<file path="src/rtl/seg7_scan_driver.sv">
// Two-digit multiplexed seven-segment driver for a common-anode panel.
// Each frame snapshots the tens/ones nibbles of display_led and scans
// blank -> tens -> blank -> ones. The blank slots provide dead time between
// digit selects.
// Optional build macro: SEG7_LZ_SUPPRESS_EN blanks a leading tens zero.
module seg7_scan_driver #(
    parameter int unsigned pSCAN_CNT_VALUE = 99,
    parameter int unsigned pBLANK_CYCLES   = 4
) (
    input  logic            clk,
    input  logic            rst_n,
    input  logic            en,
    input  logic [1:0][7:0] display_led,
    output logic [6:0]      seg_n,
    output logic [1:0]      dig_n,
    output logic            frame_start
);

    localparam int unsigned ShowLen  = pSCAN_CNT_VALUE + 1;
    localparam int unsigned BlankLen = pBLANK_CYCLES;
    localparam int unsigned MaxLen   = (ShowLen > BlankLen) ? ShowLen : BlankLen;
    localparam int unsigned CntW     = (MaxLen > 1) ? $clog2(MaxLen) : 1;

    localparam logic [CntW-1:0] ShowLast  = CntW'(ShowLen - 1);
    localparam logic [CntW-1:0] BlankLast = CntW'(BlankLen - 1);

    localparam logic [6:0] SegBlank = 7'h7F;

    typedef enum logic [2:0] {
        StIdle,
        StBlankT,
        StShowT,
        StBlankO,
        StShowO
    } state_e;

    state_e          state_q, state_d;
    logic [CntW-1:0] cnt_q, cnt_d;
    logic [3:0]      tens_q, ones_q;
    logic            capture;
    logic [6:0]      seg_d;
    logic [1:0]      dig_d;
    logic            frame_start_d;

    // Active-low segment decode; nibbles above 9 show a dash.
    function automatic logic [6:0] decode(input logic [3:0] nib);
        logic [6:0] seg;
        case (nib)
            4'd0:    seg = 7'h40;
            4'd1:    seg = 7'h79;
            4'd2:    seg = 7'h24;
            4'd3:    seg = 7'h30;
            4'd4:    seg = 7'h19;
            4'd5:    seg = 7'h12;
            4'd6:    seg = 7'h02;
            4'd7:    seg = 7'h78;
            4'd8:    seg = 7'h00;
            4'd9:    seg = 7'h10;
            default: seg = 7'h3F;
        endcase
        return seg;
    endfunction

    // Next-state, slot counter and snapshot capture strobe.
    always_comb begin
        state_d = state_q;
        cnt_d   = cnt_q + CntW'(1);
        capture = 1'b0;
        if (!en) begin
            state_d = StIdle;
            cnt_d   = '0;
        end else begin
            unique case (state_q)
                StIdle: begin
                    state_d = StBlankT;
                    cnt_d   = '0;
                    capture = 1'b1;
                end
                StBlankT: begin
                    if (cnt_q == BlankLast) begin
                        state_d = StShowT;
                        cnt_d   = '0;
                    end
                end
                StShowT: begin
                    if (cnt_q == ShowLast) begin
                        state_d = StBlankO;
                        cnt_d   = '0;
                    end
                end
                StBlankO: begin
                    if (cnt_q == BlankLast) begin
                        state_d = StShowO;
                        cnt_d   = '0;
                    end
                end
                StShowO: begin
                    if (cnt_q == ShowLast) begin
                        state_d = StBlankT;
                        cnt_d   = '0;
                        capture = 1'b1;
                    end
                end
                default: begin
                    state_d = StIdle;
                    cnt_d   = '0;
                end
            endcase
        end
    end

    // Pin values derived from the current state; registered one cycle later.
    always_comb begin
        seg_d         = SegBlank;
        dig_d         = 2'b11;
        frame_start_d = (state_q == StBlankT) && (cnt_q == '0);
        unique case (state_q)
            StShowT: begin
`ifdef SEG7_LZ_SUPPRESS_EN
                if (tens_q != 4'd0) begin
                    dig_d = 2'b01;
                    seg_d = decode(tens_q);
                end
`else
                dig_d = 2'b01;
                seg_d = decode(tens_q);
`endif
            end
            StShowO: begin
                dig_d = 2'b10;
                seg_d = decode(ones_q);
            end
            default: ;
        endcase
    end

    // Scanner state, slot counter and per-frame digit snapshot.
    always_ff @(posedge clk or negedge rst_n) begin
        if (!rst_n) begin
            state_q <= StIdle;
            cnt_q   <= '0;
            tens_q  <= 4'd0;
            ones_q  <= 4'd0;
        end else begin
            state_q <= state_d;
            cnt_q   <= cnt_d;
            if (capture) begin
                tens_q <= display_led[1][3:0];
                ones_q <= display_led[0][3:0];
            end
        end
    end

    // Registered pins.
    always_ff @(posedge clk or negedge rst_n) begin
        if (!rst_n) begin
            seg_n       <= SegBlank;
            dig_n       <= 2'b11;
            frame_start <= 1'b0;
        end else begin
            seg_n       <= seg_d;
            dig_n       <= dig_d;
            frame_start <= frame_start_d;
        end
    end

endmodule

</file>
<file path="config.mk">
export PLATFORM = sky130hd
export DESIGN_NAME = seg7_scan_driver
export DESIGN_NICKNAME = d
export VERILOG_FILES = /design/src/rtl/seg7_scan_driver.sv
export SDC_FILE = /design/constraint.sdc
export NUM_CORES = 1
export LEC_CHECK = 0
export BUFFER_PORTS_ARGS = -buffer_cell sky130_fd_sc_hd__buf_2
export CAP_MARGIN = 20
export CORE_AREA = 2 2 60 62
export DETAILED_ROUTE_END_ITERATION = 8
export DIE_AREA = 0 0 62 64
export GPL_ROUTABILITY_DRIVEN = 0
export HOLD_SLACK_MARGIN = 0.02
export PLACE_DENSITY = 0.7
export SLEW_MARGIN = 20
export SYNTH_ARGS = -nofsm -noshare
export SYNTH_HDL_FRONTEND = slang
export SYNTH_SLANG_ARGS = --single-unit
</file>
<file path="constraint.sdc">
create_clock -name clk -period 1.51 [get_ports clk]
set_input_delay 0.302 -clock clk [delete_from_list [all_inputs] [get_ports clk]]
set_output_delay 0.302 -clock clk [all_outputs]
set_load 0.05 [all_outputs]
</file>
==> metrics.yaml, run 1 <==
timing:
  setup-violations-final: 15
  worst_pin_slew_ps: 614
  clock_skew_ps: 7.30
  hold_slack_ps: 188
  timing.fmax_mhz: 620
  final-hold-violation-count: 0
  max_slew_margin: 0.591
  post-route-min-period_ps: 1610
  timing.final.crit_share: 1.07
  grt_setup_unrepaired: "true"
  slew_viol_final: 0
  layout_setup_ws_ps: -103
global_routing:
  grt_use_met2: 0.319
  grt_pass1_vias: 1265
  grt_util_met3: 0.0243
  grtUsageMet1: 0.224
  track_usage: 0.185
  grt_pass1_wl_um: 5520
  grt_overflow_total: 0
  grt_max_degree: 29
  antenna_found_initial: 0
  top_usage_layer: "met2"
clocking:
  clock-root-buffer: "clkbuf_4"
  numCtsBuffers: 3
  clk_path_buf_depth: 2
  cts_sinks: 28
  cts.clk_slew.worst_paths_ps: 150
  cts_max_level: 1
  tritoncts: "yes"
  clock_latency_ps: 330
critical_path:
  cp-endpoint: "cnt_q[2]$_DFF_PN0_"
  r2r-start: "cnt_q[4]$_DFF_PN0_"
  arrival_ps: 1860
  ff2ff_setup_slack_ps: -100
  path_class: "register to register"
  crit_chain: "or3_4 -> or2_4 -> buf_4 -> o2bb2ai_1 -> and3_1"
  crit_required_ps: 1750
  crit_family: "simple AND/OR/NAND/NOR gates"
  critical-path-slowest-cell: "dfrtp_1"
  path_max_fanout: 4
  critical_path.max_stage_delay_ps: 410
  r2r_cells: 5
  cp_num_cells: 5
  crit_path_start_kind: "register"
  crit_buf_inv: 1
  cp-end-kind: "register"
  crit_start: "cnt_q[4]$_DFF_PN0_"
  r2r-end: "cnt_q[2]$_DFF_PN0_"
logic_synthesis:
  synth_cells: 162
  synth_nets: 195
  synth-main-ff-cell: "dfrtp_1"
  synth_top_area_cell: "dfrtp_1"
  synth_area_leaders: "dfrtp_1 29%, dfstp_2 15%, ha_1 11%, mux2_2 5.6%, nor2_1 3.9%"
  avgSynthCellArea_um2: 9.99
  synth_seq_cells: 28
  ys_types: 39
  yosysSeqAreaShare: 0.440
  synth_edf_count: 0
  ys_warn_count: 0
  syn_area_um2: 1620
  synth.top_cell.area_share: 0.294
  async_flop_share: 1.00
power:
  vdd_ir_drop_max_mv: 0.504
  p_leak_uw: 0.000880
  powerDensity_nw_per_um2: 796
layout:
  drive_above_1_share: 0.359
  final-seq-area_um2: 713
  utilization: 0.607
  n_antenna_cell: 0
  fillCellCount: 288
  multiInputGateArea_um2: 905
  area_growth_pct: 23.3
  final_cell_mix: "20 x buf_2, 18 x dfrtp_1, 17 x buf_4"
  layoutNonFillerInstCount: 244
  nets: 232
  mostFrequentLayoutCell: "buf_2"
route:
  drc: 0
  routedWlPerCell_um: 13.0
  ant_nets: 0
  avgViaCountPerCell: 5.21
  drtPass1Iterations: 4
  num_vias: 1272
  drt_iter0_drc: 59
  drt_wl_total_um: 3180
floorplan:
  die_area_um2: 3970
  die_y_um: 64
  start_util: 0.493
  rows: 21
  fp.coreArea_um2: 3280
  die_w_um: 62
  ios: 29
status:
  violations: "negative setup slack"
  status: "finished with violations"
hold_path:
  hp-class: "input pin to register"
placement:
  portBuffers: 20
  placed_cells: 236
  pre_cts_slack_ps: -76.1
  place_hpwl_um: 2470
run:
  maxCapViolations: 0
[where the power goes]
group | switching, uW | total, uW | internal, uW
combinational | 188 | 344 | 156
sequential | 81.0 | 877 | 796
clock | 219 | 366 | 148
[flip-flops by register name, indices dropped and copies added (netlist names)]
register     cells
state_q          3
frame_start      1
dig_n            2
ones_q           4
tens_q           4
seg_n            7
cnt_q            7
[worst reg2reg max path, cell delays in order (launching register included)]
cell and delay, ps:
dfrtp_1 410, or3_4 410, or2_4 270, buf_4 140, o2bb2ai_1 120, and3_1 180
[cell usage after synthesis (2+ instances only)]
| cell | number |
|---|---|
| inv_1 | 12 |
| dfrtp_1 | 19 |
| nand3b_1 | 2 |
| buf_2 | 2 |
| or3b_2 | 2 |
| xor2_1 | 3 |
| clkbuf_1 | 4 |
| nand2_1 | 6 |
| nor2b_1 | 4 |
| a21oi_1 | 9 |
| a31oi_1 | 2 |
| o21ai_0 | 7 |
| nand3_1 | 9 |
| nor3_1 | 5 |
| a21o_1 | 3 |
| mux2_2 | 8 |
| dfstp_2 | 9 |
| o311ai_0 | 2 |
| nor2_1 | 17 |
| xnor2_1 | 4 |
| nand2b_1 | 2 |
| ha_1 | 14 |
[what timing repair did]
item | in CTS | in global routing
resized for setup | 2 | 10
hold buffers | 1 | 0
endpoints found under the hold margin | 19 | 0
pin swaps | 3 | 8
buffers inserted | 0 | 3
setup endpoints to repair | 18 | 25
[area by class of cell]
class	instances	area share
clock buffer	4	0.0182
inverter	12	0.0226
multi-input combinational	116	0.454
sequential	28	0.358
tap	46	0.0289
timing repair buffer	38	0.119
[stage by stage]
| step | TNS, ps | power, uW | area, um^2 |
|---|---|---|---|
| 5_1_grt | -2150 | 1680 | 1990 |
| 3_5_place_dp | -606 | 1210 | 1880 |
| 2_1_floorplan | -30.1 | 1110 | 1640 |
| 6_report | -747 | 1590 | 1990 |
| 4_1_cts | -901 | 1580 | 1940 |
| 3_3_place_gp | -137 | 1190 | 1880 |
[layer usage]
| layer | part of all wire | vias to the layer above |
|---|---|---|
| li1 | - | 629 |
| met1 | 0.41 | 606 |
| met3 | 0.027 | 9 |
| met4 | 0.029 | 0 |
| met5 | 0 | - |
| met2 | 0.53 | 28 |
[logic make-up after synthesis]
family / after synthesis / synth area share
fa+ha+maj: 14 / 0.108
simple gates: 54 / 0.176
compound gates: 33 / 0.138
flops: 28 / 0.440
buf+inv: 18 / 0.0433
xor+xnor: 7 / 0.0379
mux: 8 / 0.0557
[how the worst min path moves through the flow]
stage                              start               endpoint  slack [ps]  depth (start not counted)
after floorplan                    rst_n     cnt_q[0]$_DFF_PN0_           6                          0
after detailed placement           rst_n  ones_q[2]$_DFFE_PN0P_         350                          1
after CTS                 display_led[2]  ones_q[2]$_DFFE_PN0P_         180                          2
after global placement             rst_n  tens_q[1]$_DFFE_PN0P_         340                          1
final                     display_led[2]  ones_q[2]$_DFFE_PN0P_         190                          2
after global routing      display_led[3]  ones_q[3]$_DFFE_PN0P_         170                          2
(Power assumes the default switching activity.)
==> inputs of run 2 (changes only) <==
==> constraint.sdc (replaced) <==
create_clock -name clk -period 1.33 [get_ports clk]
set_input_delay 0.266 -clock clk [delete_from_list [all_inputs] [get_ports clk]]
set_output_delay 0.266 -clock clk [all_outputs]
set_load 0.05 [all_outputs]
==> run 2 against run 1 <==
Net effect: via count rose by 5.6%; sequential share of layout area is 4.7 points lower; clock-buffer cell count stayed put; routed wire length rose by 6.3%; highest routed layer unchanged; hold slack got worse by 33 ps; clock power rose by 14%; combinational power up 42%; fmax is 4.6% higher; cell count rose by 5.7%; die area did not move; worst setup slack got worse by 110 ps; non-clock buffer count rose by 14; the run still ends with negative setup slack left.
==> metrics.yaml, run 2 (synthesis gave the netlist of run 1 again) <==
status:
  status: "finished with violations"
  violations: "negative setup slack"
layout:
  mostFrequentLayoutCell: "buf_4"
  area_growth_pct: 41.8
  final_cell_mix: "30 x buf_4, 18 x dfrtp_1, 16 x nor2_1"
  n_antenna_cell: 0  # unchanged
  layoutNonFillerInstCount: 258  # +5.7%
  nets: 246  # +6.0%
  reg_top3: "cnt_q (7), seg_n (7)"
  drive_above_1_share: 0.481  # +0.123
timing:
  post-route-min-period_ps: 1540  # -71.6 ps
  setup-violations-final: 22  # +7
  clock_skew_ps: 1.81  # -5.50 ps
  timing.setup.tns_ps: -3200  # -2450 ps
  grt_setup_unrepaired: "true"
  timing.final.crit_share: 1.16  # +0.0907
  max_slew_margin: 0.596  # +0.00496
  worst_pin_slew_ps: 606  # -7.45 ps
  hold_slack_ps: 155  # -32.7 ps
  layout_setup_ws_ps: -211  # -108 ps
  final-hold-violation-count: 0  # unchanged
  timing.fmax_mhz: 649  # +4.6%
  slew_viol_final: 0  # unchanged
clocking:
  cts_sinks: 28  # unchanged
  cts_max_level: 1  # unchanged
  clock-root-buffer: "clkbuf_4"
  clk_path_buf_depth: 2  # unchanged
  cts.clk_slew.worst_paths_ps: 150  # about the same
  numCtsBuffers: 3  # unchanged
  tritoncts: "yes"
  clock_latency_ps: 330  # about the same
critical_path:
  crit_path_start_kind: "register"
  arrival_ps: 1770  # -90 ps
  critical_path.max_stage_delay_ps: 410  # about the same
  r2r-end: "tens_q[3]$_DFFE_PN0P_"
  r2r_cells: 4  # -1
  crit_required_ps: 1560  # -190 ps
  crit_start: "cnt_q[4]$_DFF_PN0_"
  critical-path-slowest-cell: "dfrtp_1"
  r2r-start: "cnt_q[4]$_DFF_PN0_"
  path_max_fanout: 8  # +4
  crit_chain: "or3_4 -> o21ai_4 -> nand3_4 -> mux2_4"
  cp-end-kind: "register"
  ff2ff_setup_slack_ps: -210  # -110 ps
  path_class: "register to register"
floorplan:
  die_area_um2: 3970  # unchanged
  rows: 21  # unchanged
  ios: 29  # unchanged
  start_util: 0.493  # unchanged
  die_y_um: 64  # unchanged
  fp.coreArea_um2: 3280  # unchanged
  die_w_um: 62  # unchanged
hold_path:
  hold-path-cell-count: 2  # unchanged
  worstHoldStart: "display_led[0]"
  hold_path_end: "ones_q[0]$_DFFE_PN0P_"
  hp-class: "input pin to register"
route:
  num_vias: 1343  # +5.6%
  drt_iter0_drc: 47  # -20%
  drc: 0  # unchanged
  avgViaCountPerCell: 5.21  # -0.15%
  drtPass1Iterations: 4  # unchanged
  drt_wl_total_um: 3380  # +6.3%
  ant_nets: 0  # unchanged
  routedWlPerCell_um: 13.1  # +0.51%
placement:
  pre_cts_slack_ps: -196  # -120 ps
  place_hpwl_um: 2490  # +1.0%
  portBuffers: 20  # unchanged
  placed_cells: 248  # +5.1%
global_routing:
  grt_overflow_total: 0  # unchanged
  top_usage_layer: "met2"
  grt_pass1_wl_um: 5640  # +2.1%
  track_usage: 0.186  # +0.00129
  grt_util_met3: 0.0283  # +0.00405
  grt_use_met2: 0.339  # +0.0195
  grt_pass1_vias: 1395  # +10%
  antenna_found_initial: 0  # unchanged
  grtUsageMet1: 0.203  # -0.0203
  grt_max_degree: 29  # unchanged
run:
  maxCapViolations: 0  # unchanged
power:
  p_leak_uw: 0.00102  # +16%
  vdd_ir_drop_max_mv: 0.539  # +6.9%
  powerDensity_nw_per_um2: 827  # +3.9%
==> run 2: cell count changes in the layout (fill, tap and decap cells not counted), moves of 3 or more <==
cell,before,now
buf_4,17,30
buf_2,20,11
buf_8,0,9
nor3_1,5,2
o21ai_0,6,3
==> run 2: repair_timing <==
action | CTS | global route
resized for setup | 29 | 32
pin swaps | 4 | 10
hold buffers | 1 | 0
setup endpoints to repair | 34 | 35
buffers inserted | 1 | 5
endpoints found under the hold margin | 19 | 0
==> run 2: worst max path at each step <==
stage | endpoint | slack, ps | cells after the start
floorplan | ones_q[0]$_DFFE_PN0P_ | -140 | 4
global placement | cnt_q[3]$_DFF_PN0_ | -170 | 4
detailed placement | cnt_q[0]$_DFF_PN0_ | -200 | 4
CTS | cnt_q[0]$_DFF_PN0_ | -210 | 4
global route | tens_q[3]$_DFFE_PN0P_ | -290 | 4
finish | tens_q[3]$_DFFE_PN0P_ | -210 | 4
==> run 2: worst max-delay path: cells and delay by family, from the launching register on <==
| kind | cells | cell delay, ps |
|---|---|---|
| AOI/OAI and AO/OA | 1 | 150 |
| muxes | 1 | 330 |
| DFF | 1 | 410 |
| and+or+nand+nor | 2 | 560 |
==> run 2: metal layers <==
metal  share of wire  up-vias
met5               0        -
met4           0.021        0
met3           0.024        8
met2            0.56       22
met1            0.39      655
li1                -      658
==> run 2: cell type report <==
class                   count  area (um^2)
repair buffers             52          437
well taps                  46         57.6
inverters                  12         48.8
fillers                   234          991
flip-flops and latches     28          713
multi-input cells         116         1000
clock buffers               4         36.3
==> run 2: per-stage QoR <==
step,cell area [um^2],power [uW],util
after floorplan,1670,1260,-
after global placement,1990,1400,0.606
after detailed placement,1990,1420,0.606
after CTS,2140,1870,0.651
after global routing,2290,2020,0.698
final,2290,1900,0.698
==> run 2: power breakdown <==
| group | leakage [uW] | internal [uW] | total (uW) | switching [uW] |
|---|---|---|---|---|
| registers | 0.000337 | 903 | 987 | 84.6 |
| logic | 0.000662 | 236 | 490 | 254 |
| clock network | 0.0000210 | 168 | 419 | 251 |
| total | 0.00102 | 1310 | 1900 | 590 |
